File: src/rtl/row_cmd_issuer.sv
// DRAM command sequencer: walks one request through PRE/ACT/RD/WR against the
// open-row tracker's status, and runs precharge-all + REF for refresh.
module row_cmd_issuer #(
    parameter int unsigned BG_BITS   = 2,
    parameter int unsigned BANK_BITS = 2,
    parameter int unsigned ROW_BITS  = 16,
    parameter int unsigned COL_BITS  = 10,
    parameter int unsigned T_RP      = 4,
    parameter int unsigned T_RCD     = 4,
    parameter int unsigned T_CAS     = 4,
    parameter int unsigned T_RFC     = 8
) (
    input  logic                 CLK,
    input  logic                 nRST,
    input  logic                 req_valid,
    output logic                 req_ready,
    input  logic                 req_write,
    input  logic [BG_BITS-1:0]   req_bg,
    input  logic [BANK_BITS-1:0] req_bank,
    input  logic [ROW_BITS-1:0]  req_row,
    input  logic [COL_BITS-1:0]  req_col,
    input  logic [1:0]           row_stat,
    input  logic [ROW_BITS-1:0]  row_conflict,
    output logic                 req_en,
    output logic                 row_resolve,
    output logic                 act_done,
    output logic                 ref_done,
    input  logic                 ref_req,
    output logic                 ref_ack,
    output logic                 cmd_valid,
    output logic [2:0]           cmd,
    output logic [BG_BITS-1:0]   cmd_bg,
    output logic [BANK_BITS-1:0] cmd_bank,
    output logic [ROW_BITS-1:0]  cmd_row,
    output logic [COL_BITS-1:0]  cmd_col,
    output logic                 rsp_done,
    output logic                 busy
);

    typedef enum logic [3:0] {
        S_IDLE, S_DECODE, S_PRE, S_WAIT_RP, S_ACT, S_WAIT_RCD,
        S_RW, S_WAIT_CAS, S_PREA, S_WAIT_PRA, S_REF, S_WAIT_RFC
    } state_t;

    typedef enum logic [2:0] {
        CMD_NOP  = 3'b000,
        CMD_ACT  = 3'b001,
        CMD_PRE  = 3'b010,
        CMD_RD   = 3'b011,
        CMD_WR   = 3'b100,
        CMD_REF  = 3'b101,
        CMD_PREA = 3'b110
    } cmd_t;

    localparam int unsigned T_MAX_A = (T_RP  > T_RCD) ? T_RP  : T_RCD;
    localparam int unsigned T_MAX_B = (T_CAS > T_RFC) ? T_CAS : T_RFC;
    localparam int unsigned T_MAX   = (T_MAX_A > T_MAX_B) ? T_MAX_A : T_MAX_B;
    localparam int unsigned CNT_W   = $clog2(T_MAX) + 1;

    // The command cycle itself is the first of the T_x cycles, so the wait
    // state holds for T_x-1 cycles: load T_x-2 and leave when it reads 0.
    localparam int unsigned RP_LD_I  = (T_RP  > 1) ? T_RP  - 2 : 0;
    localparam int unsigned RCD_LD_I = (T_RCD > 1) ? T_RCD - 2 : 0;
    localparam int unsigned CAS_LD_I = (T_CAS > 1) ? T_CAS - 2 : 0;
    localparam int unsigned RFC_LD_I = (T_RFC > 1) ? T_RFC - 2 : 0;
    localparam logic [CNT_W-1:0] RP_LD  = CNT_W'(RP_LD_I);
    localparam logic [CNT_W-1:0] RCD_LD = CNT_W'(RCD_LD_I);
    localparam logic [CNT_W-1:0] CAS_LD = CNT_W'(CAS_LD_I);
    localparam logic [CNT_W-1:0] RFC_LD = CNT_W'(RFC_LD_I);

    state_t                 state_q;
    logic [CNT_W-1:0]       cnt_q;
    logic                   wr_q;
    logic [BG_BITS-1:0]     bg_q;
    logic [BANK_BITS-1:0]   bank_q;
    logic [ROW_BITS-1:0]    row_q;
    logic [COL_BITS-1:0]    col_q;
    cmd_t                   cmd_d;

    always_ff @(posedge CLK or negedge nRST) begin
        if (!nRST) begin
            state_q <= S_IDLE;
            cnt_q   <= '0;
            wr_q    <= 1'b0;
            bg_q    <= '0;
            bank_q  <= '0;
            row_q   <= '0;
            col_q   <= '0;
        end else begin
            case (state_q)
                S_IDLE: begin
                    if (ref_req) begin
                        state_q <= S_PREA;
                    end else if (req_valid) begin
                        wr_q    <= req_write;
                        bg_q    <= req_bg;
                        bank_q  <= req_bank;
                        row_q   <= req_row;
                        col_q   <= req_col;
                        state_q <= S_DECODE;
                    end
                end
                S_DECODE: begin
                    case (row_stat)
                        2'b01:   state_q <= S_RW;
                        2'b11:   state_q <= S_PRE;
                        default: state_q <= S_ACT;
                    endcase
                end
                S_PRE: begin
                    cnt_q   <= RP_LD;
                    state_q <= (T_RP > 1) ? S_WAIT_RP : S_ACT;
                end
                S_WAIT_RP: begin
                    cnt_q <= cnt_q - 1'b1;
                    if (cnt_q == '0) state_q <= S_ACT;
                end
                S_ACT: begin
                    cnt_q   <= RCD_LD;
                    state_q <= (T_RCD > 1) ? S_WAIT_RCD : S_RW;
                end
                S_WAIT_RCD: begin
                    cnt_q <= cnt_q - 1'b1;
                    if (cnt_q == '0) state_q <= S_RW;
                end
                // A refresh raised mid-request goes straight to PREA on completion.
                S_RW: begin
                    cnt_q <= CAS_LD;
                    if (T_CAS > 1) state_q <= S_WAIT_CAS;
                    else           state_q <= ref_req ? S_PREA : S_IDLE;
                end
                S_WAIT_CAS: begin
                    cnt_q <= cnt_q - 1'b1;
                    if (cnt_q == '0) state_q <= ref_req ? S_PREA : S_IDLE;
                end
                S_PREA: begin
                    cnt_q   <= RP_LD;
                    state_q <= (T_RP > 1) ? S_WAIT_PRA : S_REF;
                end
                S_WAIT_PRA: begin
                    cnt_q <= cnt_q - 1'b1;
                    if (cnt_q == '0) state_q <= S_REF;
                end
                S_REF: begin
                    cnt_q   <= RFC_LD;
                    state_q <= (T_RFC > 1) ? S_WAIT_RFC : S_IDLE;
                end
                S_WAIT_RFC: begin
                    cnt_q <= cnt_q - 1'b1;
                    if (cnt_q == '0) state_q <= S_IDLE;
                end
                default: state_q <= S_IDLE;
            endcase
        end
    end

    always_comb begin
        cmd_d       = CMD_NOP;
        row_resolve = 1'b0;
        act_done    = 1'b0;
        ref_done    = 1'b0;
        rsp_done    = 1'b0;
        ref_ack     = 1'b0;
        req_en      = 1'b0;
        cmd_row     = row_q;
        case (state_q)
            S_DECODE:   req_en = 1'b1;
            S_PRE: begin
                cmd_d       = CMD_PRE;
                cmd_row     = row_conflict;
                row_resolve = 1'b1;
                req_en      = 1'b1;
            end
            S_WAIT_RP:  req_en = 1'b1;
            S_ACT: begin
                cmd_d    = CMD_ACT;
                act_done = 1'b1;
                req_en   = 1'b1;
            end
            S_WAIT_RCD: req_en = 1'b1;
            S_RW: begin
                cmd_d    = wr_q ? CMD_WR : CMD_RD;
                req_en   = 1'b1;
                rsp_done = (T_CAS == 1);
            end
            S_WAIT_CAS: rsp_done = (cnt_q == '0);
            S_PREA:     cmd_d = CMD_PREA;
            S_REF: begin
                cmd_d    = CMD_REF;
                ref_done = 1'b1;
                ref_ack  = (T_RFC == 1);
            end
            S_WAIT_RFC: ref_ack = (cnt_q == '0);
            default: ;
        endcase
    end

    assign cmd       = cmd_d;
    assign cmd_valid = (cmd_d != CMD_NOP);
    assign cmd_bg    = bg_q;
    assign cmd_bank  = bank_q;
    assign cmd_col   = col_q;
    assign busy      = (state_q != S_IDLE);
    // Gated by nRST so every output reads 0 while reset is held.
    assign req_ready = nRST && (state_q == S_IDLE) && !ref_req;

endmodule
File: config.mk
export PLATFORM = sky130hd
export DESIGN_NAME = row_cmd_issuer
export DESIGN_NICKNAME = d
export VERILOG_FILES = /design/src/rtl/row_cmd_issuer.sv
export SDC_FILE = /design/constraint.sdc
export NUM_CORES = 1
export LEC_CHECK = 0
export ABC_AREA = 1
export CORE_MARGIN = 3
export CORE_UTILIZATION = 38
export DETAILED_ROUTE_END_ITERATION = 6
export MAX_ROUTING_LAYER = met4
export PLACE_DENSITY = 0.84
export SYNTH_ARGS = -nofsm -noshare
export SYNTH_HDL_FRONTEND = slang
export SYNTH_SLANG_ARGS = --single-unit
File: constraint.sdc
create_clock -name CLK -period 1.3 [get_ports CLK]
set_input_delay 0.195 -clock CLK [delete_from_list [all_inputs] [get_ports CLK]]
set_output_delay 0.195 -clock CLK [all_outputs]
set_load 0.01 [all_outputs]
Word level (Yosys, flattened, before mapping)
Cells that the tools add are included.

Output and inout bits: 42. Register bits: 39. Logic and storage cells: 61. Input bits: 53.

$add $sub $neg: 1. Multiplexer cells: 20. Reduce and logical (&&, ||, !) cells: 13. Equality and inequality tests: 19. Bitwise logic cells: 1.

Operators with widths (number): 4-bit case mux with 12 select lines (1); 4-bit two-way mux (8); 4-bit by 3-bit == test with 1-bit output, second input constant (4); 4-bit == test, second input constant (4); 16-bit two-way mux (1); 3-bit case mux with 5 select lines (1); 4-bit case mux with 3 select lines (1); 2-bit != test, second input constant (5); 4-bit by 2-bit == test with 1-bit output, second input constant (2); 4-bit zero test (2); 1-bit two-way mux (6); 3-bit case mux with 2 select lines (1); 6-bit AND reduction (1); 3-bit nonzero test (2); 6-bit OR reduction (1); 5-bit OR reduction (1); 4-bit by 1-bit == test with 1-bit output, second input constant (1); 4-bit nonzero test (1); 4-bit OR reduction (1); 4-bit by 1-bit subtractor with 4-bit output, second input constant (1); 3-bit two-way mux (1); 3-bit != test, second input constant (1); 3-bit AND reduction (1); 2-bit by 1-bit == test with 1-bit output, second input constant (1); other kinds (4) (5).

Longest topological paths before layout
Depth in word-level cells: 3. Mapped depth: 8. Depth with buffers taken out: 8.

Worst setup path before layout
Ideal clock, no wire load.

Kind: register to output. From: reg state_q[3]. To: out cmd_row[10]. Data required time: 1105 ps. Cell stages (with the launch flop): 8. Path buffers: 2. Setup slack: -96 ps. Data arrival time: 1201 ps. Cell sequence: dfrtp_1 buf_6 nor2_8 inv_2 nor2_8 buf_4 nand2_1 nand2_1.

Word-level cells in the longest chain between the ends: 2.

RTL lines: start: declaration (RTL line 71) `state_t state_q;`; start signal: assignment (RTL line 112) `state_q <= (T_RP > 1) ? S_WAIT_RP : S_ACT;`; start signal: assignment (RTL line 120) `state_q <= (T_RCD > 1) ? S_WAIT_RCD : S_RW;`; start signal: assignment (RTL line 130) `else state_q <= ref_req ? S_PREA : S_IDLE;`; 4-bit by 2-bit == test with 1-bit output (RTL line 166) `case (state_q)`; 16-bit two-way mux (RTL line 166); end: declaration (RTL line 34) `output logic [ROW_BITS-1:0] cmd_row,`.

Every way passes these cells.

Worst setup path in the final report
From: reg state_q[2]. To: out cmd[2].

Word-level cells in the longest chain between the ends: 2.

RTL lines: 4-bit == test, or another cell as far along (RTL line 166); 3-bit case mux with 5 select lines * (RTL line 166); end: declaration (RTL line 31) `output logic [2:0] cmd,`.

Every way passes the cells marked *; elsewhere a longest branch is shown, timed or not.

==> results.toml <==
[run_status]
status = "finished with violations"
violations = "setup timing"

[placement]
gp_congestion = 0.9076
place_area_um2 = 3395
io_buffers = 94
dpl.cell_count = 473
hpwl_um = 4245
dp_slack_ns = -0.6424

[layout]
drive_above_1_share = 0.5355
nets = 491
area_growth_pct = 107.6
fin_util = 0.8333
final_area_um2 = 4364
layout.cells.most_common = "clkdlybuf4s50_1"
mostFrequentLayoutCells = "clkdlybuf4s50_1 (51), nand2_2 (49), inv_1 (36), dfrtp_1 (36)"
final_cell_count_no_fill = 507
antenna_cells = 0

[yosys]
syn_area_um2 = 2102
ys_seq_area_frac = 0.4643
avgSynthCellArea_um2 = 7.480
yosys_warnings = 0
yosysUniqueCellTypes = 24
synth_nets = 336
synth_cells = 281
synth.ff_latch_count = 39

[cts]
cts.sinks = 39
clock_tree.root_cell = "clkbuf_8"
cts_tree = "yes"
htreeDepth = 2
clkTransAtPathRegs_ns = 0.08
cts_buffer_depth = 2
clk_latency_ns = 0.28
cts_buffers = 5

[die]
die_width_um = 80.38
initial_core_util = 0.4013
std_cell_rows = 26
die_y_um = 80.38
io_pins = 95
core_um2 = 5238
dieArea_um2 = 6460

[sta]
tns_ns = -19.95
max_slew.worst_pin.slew_ns = 0.5062
period_share = 1.385
fin_hold_ws_ns = 0.4341
fin_crit_ns = 1.801
rsz0062_at_grt = "yes"
final-max-slew-violation-count = 0
setup_violations = 67
layout_setup_ws_ns = -0.5011
slew_headroom = 0.6625
finClkSkew_ns = 0.003707
fmax_ghz = 0.5552
hold_viol = 0

[setup_path]
start_kind = "flop"
worstPathMaxFanout = 5
worstSetupPathType = "reg2out"
crit_required_ns = 1.11
endpoint_kind = "primary output"
crit_arrival_ns = 1.61

[detailed_routing]
ant_nets = 0
detail_route.iter0.violations = 115
dr_total_vias = 2459
drt-pass1-iter-count = 5
via_per_inst = 4.850
drc = 0
wire_per_inst_um = 16.56
totalWireLength_um = 8398

[pwr]
total_leakage_power_nw = 2.235
power.total_mw = 10.42
powerDensity_nw_per_um2 = 2389
vdd_drop_max_mv = 1.275

[global_routing]
grt_max_degree = 40
antenna_found_initial = 0
track_usage = 0.2560
grt_first_pass_wirelength_um = 12350
grt.overflow.total = 0
grt_pass1_vias = 2602

[job]
max_cap_violations = 0

[worst_hold_path]
min_path_type = "in2reg"
==> Yosys cell counts (all sizes together) <==
cell	instances	area, um^2
nand4	1	21.27
clkbuf	3	15.01
inv	47	178.9
and2	1	7.510
dfrtp	39	975.9
nor3	2	10.01
o211ai	1	12.51
nor2	16	110.1
nand3	7	35.03
a21oi	5	25.02
buf	6	45.04
nand2	110	427.9
xor2	2	17.52
o21ai	39	195.2
ha	2	25.02
==> cells by family (layout without fill, tap and decap cells) <==
group | after synthesis | after routing | synth area share
AOI/OAI and AO/OA | 45 | 45 | 0.1107
xor gates and xnor gates | 2 | 2 | 0.008335
adders and majority gates | 2 | 2 | 0.01190
buffers and inverters | 56 | 212 | 0.1137
DFF | 39 | 39 | 0.4643
and+or+nand+nor | 137 | 137 | 0.2911
==> metal layers <==
layer	part of all wire	vias up	global-route usage
met1	0.38	1190	0.3020
met2	0.55	82	0.4454
met3	0.047	16	0.04148
met5	0	-	-
li1	-	1171	-
met4	0.019	0	0.08277
==> critical path, stage by stage, from the launching register on <==
cell	delay, ns
dfrtp_2	0.43
buf_6	0.15
inv_6	0.04
nor2_4	0.12
inv_2	0.07
nor2_4	0.11
nand2_2	0.08
a21oi_2	0.17
buf_2	0.15
==> flip-flops by register name, summed over array words and instances (netlist names) <==
signal    cells
cmd_col      10
wr_q          1
cmd_bank      2
state_q       4
row_q        16
cmd_bg        2
cnt_q         4
==> power breakdown <==
part	internal, mW	switching, mW	leakage [nW]
clock network	0.436	0.452	0.0484
registers	1.84	0.650	0.483
logic	3.60	3.44	1.70
total	5.88	4.55	2.24
==> path summary, 6_finish.rpt <==
check	cells past startpoint	to	start	slack [ns]
max reg2reg	10	row_q[11]$_DFFE_PN0P_	state_q[0]$_DFFE_PN0P_	-0.37
min reg2reg	2	cmd_bg[1]$_DFFE_PN0P_	cmd_bg[1]$_DFFE_PN0P_	0.49
min	3	cmd_col[6]$_DFFE_PN0P_	req_col[6]	0.43
max	8	cmd[2]	state_q[2]$_DFFE_PN0P_	-0.50
min in group asynchronous	3	state_q[0]$_DFFE_PN0P_	nRST	0.51
max in group asynchronous	3	state_q[2]$_DFFE_PN0P_	nRST	0.42
==> final cells by class <==
cell class,count,area (um^2)
Clock buffer,7,86.33
Clock inverter,1,8.758
Fill cell,304,873.3
Inverter,47,201.4
Multi-Input combinational cell,186,1385
Sequential cell,39,979.7
Tap cell,70,87.58
Timing Repair Buffer,157,1615
==> repair_timing <==
action / CTS / global route
gates resized for setup: 276 / 89
endpoints found under the setup margin: 80 / 67
buffers inserted: 17 / 8
endpoints found under the hold margin: 21 / 0
cloned: 8 / 0
pin swaps: 22 / 19
hold buffers: 1 / 0
(Power assumes the default switching activity.)
